`src/rtl/div_sequencer.sv`:
```
`timescale 1ns/1ps
// div_sequencer: multi-cycle RV32M divide unit (DIV/DIVU/REM/REMU).
// Radix-2 restoring divider on operand magnitudes, one iteration per cycle,
// with sign fix-up and divide-by-zero / signed-overflow results applied on
// the edge entering DONE.
// Optional macro DIV_EARLY_OUT_EN: divide-by-zero and signed overflow skip
// the iterations and go IDLE->DONE directly.
module div_sequencer (
    input  logic        clk,
    input  logic        rst,
    input  logic        start,
    input  logic [1:0]  op,
    input  logic [31:0] dividend,
    input  logic [31:0] divisor,
    input  logic        flush,
    output logic        busy,
    output logic        stall,
    output logic        done,
    output logic [31:0] result
);

    typedef enum logic [1:0] {IDLE, CALC, DONE} state_t;

    state_t      r_state;
    state_t      w_state_next;

    // Only op[1] (quotient vs remainder) matters after acceptance; the
    // signed/unsigned choice is folded into the latched signs and magnitudes.
    logic        r_is_rem;
    logic        r_neg_q;
    logic        r_neg_r;
    logic        r_div0;
    logic        r_ovf;
    logic [31:0] r_dividend;
    logic [31:0] r_dvs_mag;
    logic [31:0] r_quo;
    logic [32:0] r_rem;
    logic [4:0]  r_cnt;
    logic [31:0] r_result;

    logic        w_accept;
    logic        w_signed;
    logic        w_dvd_neg;
    logic        w_dvs_neg;
    logic [31:0] w_dvd_mag;
    logic [31:0] w_dvs_mag;
    logic        w_in_div0;
    logic        w_in_ovf;
    logic [33:0] w_shift;
    logic [33:0] w_diff;
    logic        w_ge;
    logic [32:0] w_rem_next;
    logic [31:0] w_quo_next;
    logic [31:0] w_quo_fix;
    logic [31:0] w_rem_fix;
    logic [31:0] w_calc_result;
`ifdef DIV_EARLY_OUT_EN
    logic [31:0] w_spec_result;
`endif

    // Request decode, operand conditioning and one restoring iteration.
    always_comb begin
        w_accept   = (r_state == IDLE) & start & ~flush;
        w_signed   = ~op[0];
        w_dvd_neg  = w_signed & dividend[31];
        w_dvs_neg  = w_signed & divisor[31];
        w_dvd_mag  = w_dvd_neg ? -dividend : dividend;
        w_dvs_mag  = w_dvs_neg ? -divisor  : divisor;
        w_in_div0  = (divisor == '0);
        w_in_ovf   = w_signed & (dividend == 32'h8000_0000) & (divisor == '1);

        w_shift    = {r_rem, r_quo[31]};
        w_diff     = w_shift - {2'b00, r_dvs_mag};
        w_ge       = ~w_diff[33];
        w_rem_next = w_ge ? w_diff[32:0] : w_shift[32:0];
        w_quo_next = {r_quo[30:0], w_ge};

        w_quo_fix  = r_neg_q ? -w_quo_next : w_quo_next;
        w_rem_fix  = r_neg_r ? -w_rem_next[31:0] : w_rem_next[31:0];

        if (r_div0)
            w_calc_result = r_is_rem ? r_dividend : '1;
        else if (r_ovf)
            w_calc_result = r_is_rem ? '0 : 32'h8000_0000;
        else
            w_calc_result = r_is_rem ? w_rem_fix : w_quo_fix;
`ifdef DIV_EARLY_OUT_EN
        if (w_in_div0)
            w_spec_result = op[1] ? dividend : '1;
        else
            w_spec_result = op[1] ? '0 : 32'h8000_0000;
`endif
    end

    // State register; reset dominates flush and start.
    always_ff @(posedge clk) begin
        if (rst)
            r_state <= IDLE;
        else
            r_state <= w_state_next;
    end

    // Next-state logic; flush returns to IDLE from any state.
    always_comb begin
        w_state_next = r_state;
        case (r_state)
            IDLE: begin
                if (w_accept) begin
`ifdef DIV_EARLY_OUT_EN
                    w_state_next = (w_in_div0 | w_in_ovf) ? DONE : CALC;
`else
                    w_state_next = CALC;
`endif
                end
            end
            CALC:    if (r_cnt == 5'd31) w_state_next = DONE;
            DONE:    w_state_next = IDLE;
            default: w_state_next = IDLE;
        endcase
        if (flush)
            w_state_next = IDLE;
    end

    // Outputs decoded from state; stall is also raised in the acceptance cycle.
    always_comb begin
        busy   = (r_state != IDLE);
        stall  = (w_accept & ~rst) | (r_state == CALC);
        done   = (r_state == DONE);
        result = r_result;
    end

    // Datapath: latch operands on acceptance, iterate in CALC, and load
    // result only on the edge that enters DONE.
    always_ff @(posedge clk) begin
        if (rst) begin
            r_is_rem   <= 1'b0;
            r_neg_q    <= 1'b0;
            r_neg_r    <= 1'b0;
            r_div0     <= 1'b0;
            r_ovf      <= 1'b0;
            r_dividend <= '0;
            r_dvs_mag  <= '0;
            r_quo      <= '0;
            r_rem      <= '0;
            r_cnt      <= '0;
            r_result   <= '0;
        end else if (w_accept) begin
            r_is_rem   <= op[1];
            r_neg_q    <= w_dvd_neg ^ w_dvs_neg;
            r_neg_r    <= w_dvd_neg;
            r_div0     <= w_in_div0;
            r_ovf      <= w_in_ovf;
            r_dividend <= dividend;
            r_dvs_mag  <= w_dvs_mag;
            r_quo      <= w_dvd_mag;
            r_rem      <= '0;
            r_cnt      <= '0;
`ifdef DIV_EARLY_OUT_EN
            if (w_in_div0 | w_in_ovf)
                r_result <= w_spec_result;
`endif
        end else if ((r_state == CALC) && !flush) begin
            r_rem <= w_rem_next;
            r_quo <= w_quo_next;
            r_cnt <= r_cnt + 5'd1;
            if (r_cnt == 5'd31)
                r_result <= w_calc_result;
        end
    end

endmodule

```
`config.mk`:
```
export PLATFORM = sky130hd
export DESIGN_NAME = div_sequencer
export DESIGN_NICKNAME = d
export VERILOG_FILES = /design/src/rtl/div_sequencer.sv
export SDC_FILE = /design/constraint.sdc
export NUM_CORES = 1
export LEC_CHECK = 0
export BUFFER_PORTS_ARGS = -buffer_cell sky130_fd_sc_hd__buf_2
export CAP_MARGIN = 15
export CORE_MARGIN = 5
export CORE_UTILIZATION = 66
export CTS_CLUSTER_DIAMETER = 40
export CTS_CLUSTER_SIZE = 20
export DETAILED_ROUTE_END_ITERATION = 7
export PLACE_DENSITY = 0.89
export SYNTH_ARGS = -nofsm -noshare
export SYNTH_HDL_FRONTEND = slang
export SYNTH_SLANG_ARGS = --single-unit
export TNS_END_PERCENT = 1
```
`constraint.sdc`:
```
create_clock -name clk -period 10.1 [get_ports clk]
set_input_delay 3.03 -clock clk [delete_from_list [all_inputs] [get_ports clk]]
set_output_delay 3.03 -clock clk [all_outputs]
set_load 0.02 [all_outputs]
```
==> impl_metrics.csv, run 1 <==
group,metric,value,unit
synthesis,synth_cell_types,83,
worst_setup_path,path_cells,"buf_2 > nor2_1 > nand3_1 > o22ai_1 > buf_2",
floorplan,fp.dieArea,21800,um^2
outcome,failed_checks,"DRC",
global_routing,track_usage,35.6,%
cts,cts_setup_buffers,0,
drt,vias,13523,
place,placed_cell_area,13000,um^2
cts,cts_buffers,17,
synthesis,synth_most_common_cell,"nand2_1",
global_routing,grt_overflow,0,
synthesis,synth_area_leader_cell,"dfxtp_1",
drt,via_per_inst,6.84,
pwr,power.density,149,nW/um^2
timing,max_freq,0.145,GHz
global_routing,grt_max_degree,106,
synthesis,synth-main-ff-cell,"dfxtp_1",
timing,slew_headroom,21.9,%
pwr,p_seq_share,36.5,%
worst_setup_path,slowest_delay,250,ps
run,cap_violations,0,
timing,setup_viol,0,
drt,totalWireLength,40400,um
worst_setup_path,end_kind,"primary output",
synthesis,synth_common_cells,"nand2_1, a21oi_1, dfxtp_1, nor2_1, o21ai_0",
synthesis,ys_warn_count,0,
drt,drt_iter0_drc,1907,
timing,finalHoldViolations,0,
worst_setup_path,crit_top_cell,"buf_2",
floorplan,initial_utilization,67.0,%
worst_setup_path,crit_fanout,5,
timing,worst_pin_slew,1170,ps
floorplan,core,18600,um^2
worst_setup_path,critical_path_class,"primary input to primary output",
timing,setup_ws,3210,ps
layout,stdcell_area,13600,um^2
drt,ant_nets,0,
pwr,clkPwrFrac,32.7,%
layout,regArea,3460,um^2
drt,first_pass_iters,8,
pwr,total_power,2.03,mW
floorplan,rows,50,
floorplan,fp.dieH,148,um
synthesis,synthArstFlopShare,0,%
outcome,status,"finished, violations left",
cts,cts_tree,"done",
place,dp_hpwl,29300,um
pwr,p_leak,5.25,nW
worst_setup_path,arrival,3860,ps
synthesis,yosys.area.top_type_share,27.7,%
place,dp.cells,1943,
cts,cts_htree_levels,4,
global_routing,antenna_found_initial,1,
synthesis,syn_inst,1699,
cts,clkSinkCount,173,
hold_path,min_path_type,"flop to flop",
timing,rsz0062_at_grt,"no",
layout,fillers,1459,
floorplan,io_pins,105,
place,pre_cts_slack,3250,ps
synthesis,synth_edf_count,0,
pwr,p_sw_share,36.6,%
cts,cts_resized,0,
pwr,p_sw,742,uW
layout,fin_nets,1839,
layout,fin_cells,1977,
pwr,max-vdd-ir-drop,0.000130,V
worst_setup_path,cpMaxStageDelayCell,"nor2_1",
synthesis,synth_area,12500,um^2
timing,finalSetupTns,0,ps
drt,drc_errors,1,
worst_setup_path,startpoint_type,"primary input",
timing,slew_viol_final,0,
cts,postCtsHoldBufs,0,
cts,clk_pin_slew,70,ps
layout,syn2layout_area_growth,8.69,%
drt,wire_per_inst,20.5,um
synthesis,avgSynthCellArea,7.35,um^2
cts,cts-root-buf,"clkbuf_16",
timing,final.min_clock_period,6890,ps
synthesis,ys_seq_area_share,27.7,%
worst_setup_path,crit_buf_inv,2,
worst_setup_path,path_delay_family,"simple AND/OR/NAND/NOR gates",
global_routing,grt_pass1_wl,63200,um
place,numPortBuffers,104,
timing,fin_skew,9.10,ps
synthesis,ys_seq_elements,173,
pwr,internal_power,1.29,mW
cts,clkLatencyLatePin,440,ps
worst_setup_path,critPathRequiredTime,7070,ps
layout,multiInputGateArea,8330,um^2
layout,drive_above_1_share,10.8,%
synthesis,synthesis.nets,1809,
synthesis,yosys-top-cells-area,"dfxtp_1, nand2_1, a21oi_1, nor2_1, xnor2_1",
global_routing,grt_pass1_vias,12146,
timing,fin_crit_sh,68.2,%
cts,clockBufferDepth,2,
floorplan,fp.dieW,148,um
place,place.gp.congestion,0.982,
pwr,combPwrFrac,30.8,%
-- cell families (layout without fill, tap and decap cells) --
logic type | count (synthesis) | count (layout) | synth area share [%]
buffers and inverters | 174 | 217 | 5.64
DFF | 173 | 173 | 27.7
AOI/OAI and AO/OA | 525 | 525 | 27.4
xor gates and xnor gates | 128 | 128 | 8.98
adders and majority gates | 40 | 40 | 4.07
muxes | 46 | 46 | 3.80
and+or+nand+nor | 613 | 613 | 22.4
other | 0 | 1 | 0
-- power groups by stage --
stage	registers, mW	logic, mW	clock network, mW
after floorplan	0.740	0.453	0
after global placement	0.751	0.583	0
after detailed placement	0.752	0.596	0
after global routing	0.741	0.671	0.691
after CTS	0.737	0.602	0.661
final	0.739	0.625	0.664
-- path summary, 6_finish.rpt --
kind,start,to,slack [ps],cells after the start
worst min register to register,r_dividend[28]$_SDFFE_PP0P_,r_dividend[28]$_SDFFE_PP0P_,460,2
worst max-delay path,flush,stall,3210,5
worst max register to register,r_rem[5]$_SDFFE_PP0P_,result[26]$_SDFFE_PP0P_,3250,19
worst min-delay path,r_dividend[28]$_SDFFE_PP0P_,r_dividend[28]$_SDFFE_PP0P_,460,2
-- final cells by class --
class / count / share of cell area (%)
inverters: 67 / 1.87
clock buffers: 18 / 3.24
repair buffers: 118 / 4.68
flip-flops and latches: 173 / 25.5
diodes: 1 / 0.0184
multi-input cells: 1352 / 61.4
clock inverters: 14 / 1.12
well taps: 234 / 2.16
-- routing by layer --
metal | share of wire (%) | GRT usage (%)
met4 | 4.6 | 14.4
met5 | 0 | 0
met1 | 41 | 48.8
met3 | 12 | 8.22
met2 | 43 | 54.3
-- cell usage in the layout (no fill, tap or decap), types with 35 or more instances in the layout --
| cell type | n |
|---|---|
| a211oi_1 | 55 |
| a21oi_1 | 174 |
| buf_2 | 103 |
| dfxtp_1 | 173 |
| ha_1 | 39 |
| inv_1 | 66 |
| mux2i_1 | 35 |
| nand2_1 | 236 |
| nor2_1 | 161 |
| nor3_1 | 41 |
| o21ai_0 | 87 |
| xnor2_1 | 66 |
| xor2_1 | 62 |
-- registers in the layout, indices dropped and copies added (netlist names), 2 cells and up --
signal	cells
r_cnt	5
r_dividend	32
r_dvs_mag	32
r_quo	32
r_rem	33
r_state	2
result	32
-- per-stage QoR --
| stage | hold slack [ps] | utilization, % |
|---|---|---|
| 4_1_cts | 453 | 72.7 |
| 5_1_grt | 476 | 72.8 |
| 3_3_place_gp | 441 | 69.5 |
| 6_report | 457 | 72.8 |
| 2_1_floorplan | 433 | - |
| 3_5_place_dp | 443 | 69.5 |
-- tightest hold or removal path, cell delays in order (launching register included) --
cell and delay [ps]:
dfxtp_1 310, nand2_1 50, a21oi_1 50
Power figures use the tool's default switching activity.
==> run 2, diff against run 1 <==
ABC_AREA = 1   (was default)
CORE_UTILIZATION = 56   (was 66)
PLACE_DENSITY = 0.8   (was 0.89)
clock period = 5.6 ns   (was 10.1 ns; I/O delays follow)
==> impl_metrics.csv, run 2 <==
group,metric,value,unit
timing,setup_ws,1170,ps
pwr,max-vdd-ir-drop,0.000170,V
synthesis,synthesis.nets,2396,
synthesis,synthSimpleGateAreaFrac,36.3,%
timing,finalHoldViolations,0,
global_routing,use_met2,53.1,%
cts,cts_htree_levels,4,
synthesis,yosys-top-cells-area,"dfxtp_1, nand2_1, inv_1, nand3_1, o21ai_0",
pwr,power.density,286,nW/um^2
synthesis,synth_area_leader_cell,"dfxtp_1",
layout,stdcell_area,14900,um^2
layout,layout_common_cells,"nand2_1, inv_1, nor2_1",
worst_setup_path,critical_path_class,"flop to flop",
drt,drt_iter0_drc,2145,
global_routing,use_met1,47.9,%
worst_setup_path,arrival,4770,ps
place,placed_cell_area,14200,um^2
global_routing,use_met3,7.63,%
floorplan,io_pins,105,
synthesis,ys_seq_area_share,25.5,%
synthesis,synth.area.mux_share,0,%
timing,rsz0062_at_grt,"no",
drt,vias,15789,
drt,wire_per_inst,18.5,um
cts,cts-root-buf,"clkbuf_16",
floorplan,core,24100,um^2
place,place.gp.congestion,0.993,
global_routing,grt_pass1_wl,76800,um
hold_path,min_path_type,"flop to flop",
timing,finalSetupTns,0,ps
synthesis,synth_top_family_by_area,"simple AND/OR/NAND/NOR gates",
run,cap_violations,0,
layout,final_common_cell,"nand2_1",
worst_setup_path,reg2reg_slack,1170,ps
worst_setup_path,startpoint_type,"flop",
cts,cts_resized,0,
pwr,p_leak,7.40,nW
cts,clk_pin_slew,80,ps
place,numPortBuffers,104,
layout,regMostFlops,"r_rem",
layout,drive_above_1_share,10.3,%
synthesis,synth_edf_count,0,
synthesis,synth_common_cells,"nand2_1, inv_1, nor2_1, nand3_1, o21ai_0",
floorplan,fp.dieArea,27400,um^2
synthesis,ys_seq_elements,173,
layout,fin_cells,2673,
worst_setup_path,end_kind,"flop",
floorplan,fp.dieW,166,um
synthesis,synth-xor-area-share,1.81,%
timing,final.min_clock_period,4430,ps
cts,postCtsHoldBufs,0,
worst_setup_path,r2r_end,"result[24]$_SDFFE_PP0P_",
cts,clkLatencyLatePin,450,ps
drt,totalWireLength,49500,um
global_routing,top_usage_layer,"met2",
global_routing,grt_overflow,0,
timing,fin_skew,19.7,ps
layout,largest_reg_flops,33,
synthesis,synth_area,13600,um^2
synthesis,synth-compound-area-share,19.6,%
drt,first_pass_iters,8,
worst_setup_path,rr_startpoint,"r_dvs_mag[7]$_SDFFE_PP0P_",
layout,fin_util,61.6,%
hold_path,holdPathStages,2,
synthesis,synthArstFlopShare,0,%
synthesis,ys_warn_count,0,
timing,slew_headroom,25.9,%
worst_setup_path,critPathRequiredTime,5940,ps
cts,cts_tree,"done",
worst_setup_path,worstRegToRegCells,27,
drt,via_per_inst,5.91,
synthesis,synth-main-ff-cell,"dfxtp_1",
global_routing,grt_max_degree,90,
floorplan,rows,57,
worst_setup_path,crit_fanout,13,
global_routing,track_usage,34.3,%
synthesis,syn_inst,2286,
synthesis,synth_most_common_cell,"nand2_1",
place,pre_cts_slack,1210,ps
floorplan,fp.dieH,166,um
hold_path,worstHoldStart,"r_dividend[9]$_SDFFE_PP0P_",
timing,worst_pin_slew,1110,ps
outcome,status,"finished, final reports clean",
synthesis,yosys.area.top_type_share,25.5,%
cts,clockBufferDepth,2,
timing,setup_viol,0,
floorplan,initial_utilization,56.3,%
hold_path,min_to,"r_dividend[9]$_SDFFE_PP0P_",
global_routing,antenna_found_initial,3,
cts,clkSinkCount,173,
drt,drc_errors,0,
synthesis,synth_cell_types,62,
cts,cts_setup_buffers,0,
global_routing,grt_pass1_vias,13956,
layout,syn2layout_area_growth,9.48,%
place,dp_hpwl,37500,um
place,dp.cells,2640,
synthesis,avgSynthCellArea,5.93,um^2
timing,fin_crit_sh,79.1,%
timing,slew_viol_final,0,
synthesis,synthAdderAreaFrac,3.74,%
drt,ant_nets,0,
cts,cts_buffers,17,
layout,fin_nets,2445,
timing,max_freq,0.226,GHz
[run 2: cell count changes in the layout (fill, tap and decap cells not counted), sizes merged, moves of 20 or more]
| cell | delta |
|---|---|
| mux2i | -35 |
| xnor2 | -57 |
| o31ai | -23 |
| a21oi | -20 |
| o21ai | +96 |
| xor2 | -43 |
| nor2 | +60 |
| nand3 | +159 |
| a22oi | -30 |
| o22ai | +49 |
| inv | +292 |
| a211oi | -53 |
| nand2 | +368 |
| nor4 | -22 |
[run 2: routing by layer]
metal / part of all wire [%] / vias up
met1: 43 / 7207
li1: - / 7563
met4: 3.2 / 4
met3: 11 / 127
met5: 0.077 / -
met2: 43 / 888
[run 2: final cells by class]
cell class	count	area (um^2)
Clock inverter	15	208
Inverter	361	1360
Antenna cell	1	2.50
Sequential cell	173	3460
Tap cell	324	405
Clock buffer	17	425
Fill cell	2455	9250
Multi-Input combinational cell	1662	8350
Timing Repair Buffer	120	641
[run 2: worst max-delay path by stage]
| stage | start | end | slack (ps) |
|---|---|---|---|
| 2_1_floorplan | flush | stall | 1090 |
| 3_3_place_gp | dividend[1] | r_quo[30]$_SDFFE_PP0P_ | 1340 |
| 3_5_place_dp | dividend[1] | r_quo[30]$_SDFFE_PP0P_ | 1210 |
| 4_1_cts | r_dvs_mag[7]$_SDFFE_PP0P_ | result[24]$_SDFFE_PP0P_ | 1350 |
| 5_1_grt | r_dvs_mag[7]$_SDFFE_PP0P_ | result[30]$_SDFFE_PP0P_ | 850 |
| 6_report | r_dvs_mag[7]$_SDFFE_PP0P_ | result[24]$_SDFFE_PP0P_ | 1170 |
[run 2: kinds of logic after synthesis]
kind of cell,Yosys count
adder cells (fa/ha/maj),40
flip-flops,173
AO/OA/AOI/OAI,479
XOR/XNOR,28
buffers and inverters,451
AND/OR/NAND/NOR,1115
[run 2: power breakdown]
| group | internal [mW] | total (mW) | switching, mW |
|---|---|---|---|
| Clock | 0.655 | 1.30 | 0.641 |
| Combinational | 0.466 | 1.64 | 1.18 |
| Sequential | 1.27 | 1.31 | 0.0334 |
| Total | 2.40 | 4.25 | 1.85 |
[run 2: through the flow]
stage	total power, mW	hold WS [ps]
after floorplan	2.50	414
after global placement	2.89	424
after detailed placement	2.91	428
after CTS	4.20	447
after global routing	4.47	466
final	4.25	451
[run 2: critical path: stages (launching register included)]
cell and delay, ps:
dfxtp_1 310, inv_1 100, ha_1 370, nand2_1 160, inv_1 60, nand2_1 60, nand2_1 80, inv_2 60
nand3_2 120, nand2_2 90, nand2_2 70, nand2_4 100, nand3_2 290, nand2_4 190, ha_1 180, nand3_1 130
nor3_1 270, nand3_1 180, nor3_1 280, nand2_1 130, inv_1 100, nand4_1 150, o21ai_0 280, o21ai_0 130
a21oi_1 150, nor2_1 50, nand2_1 140, a21oi_1 80
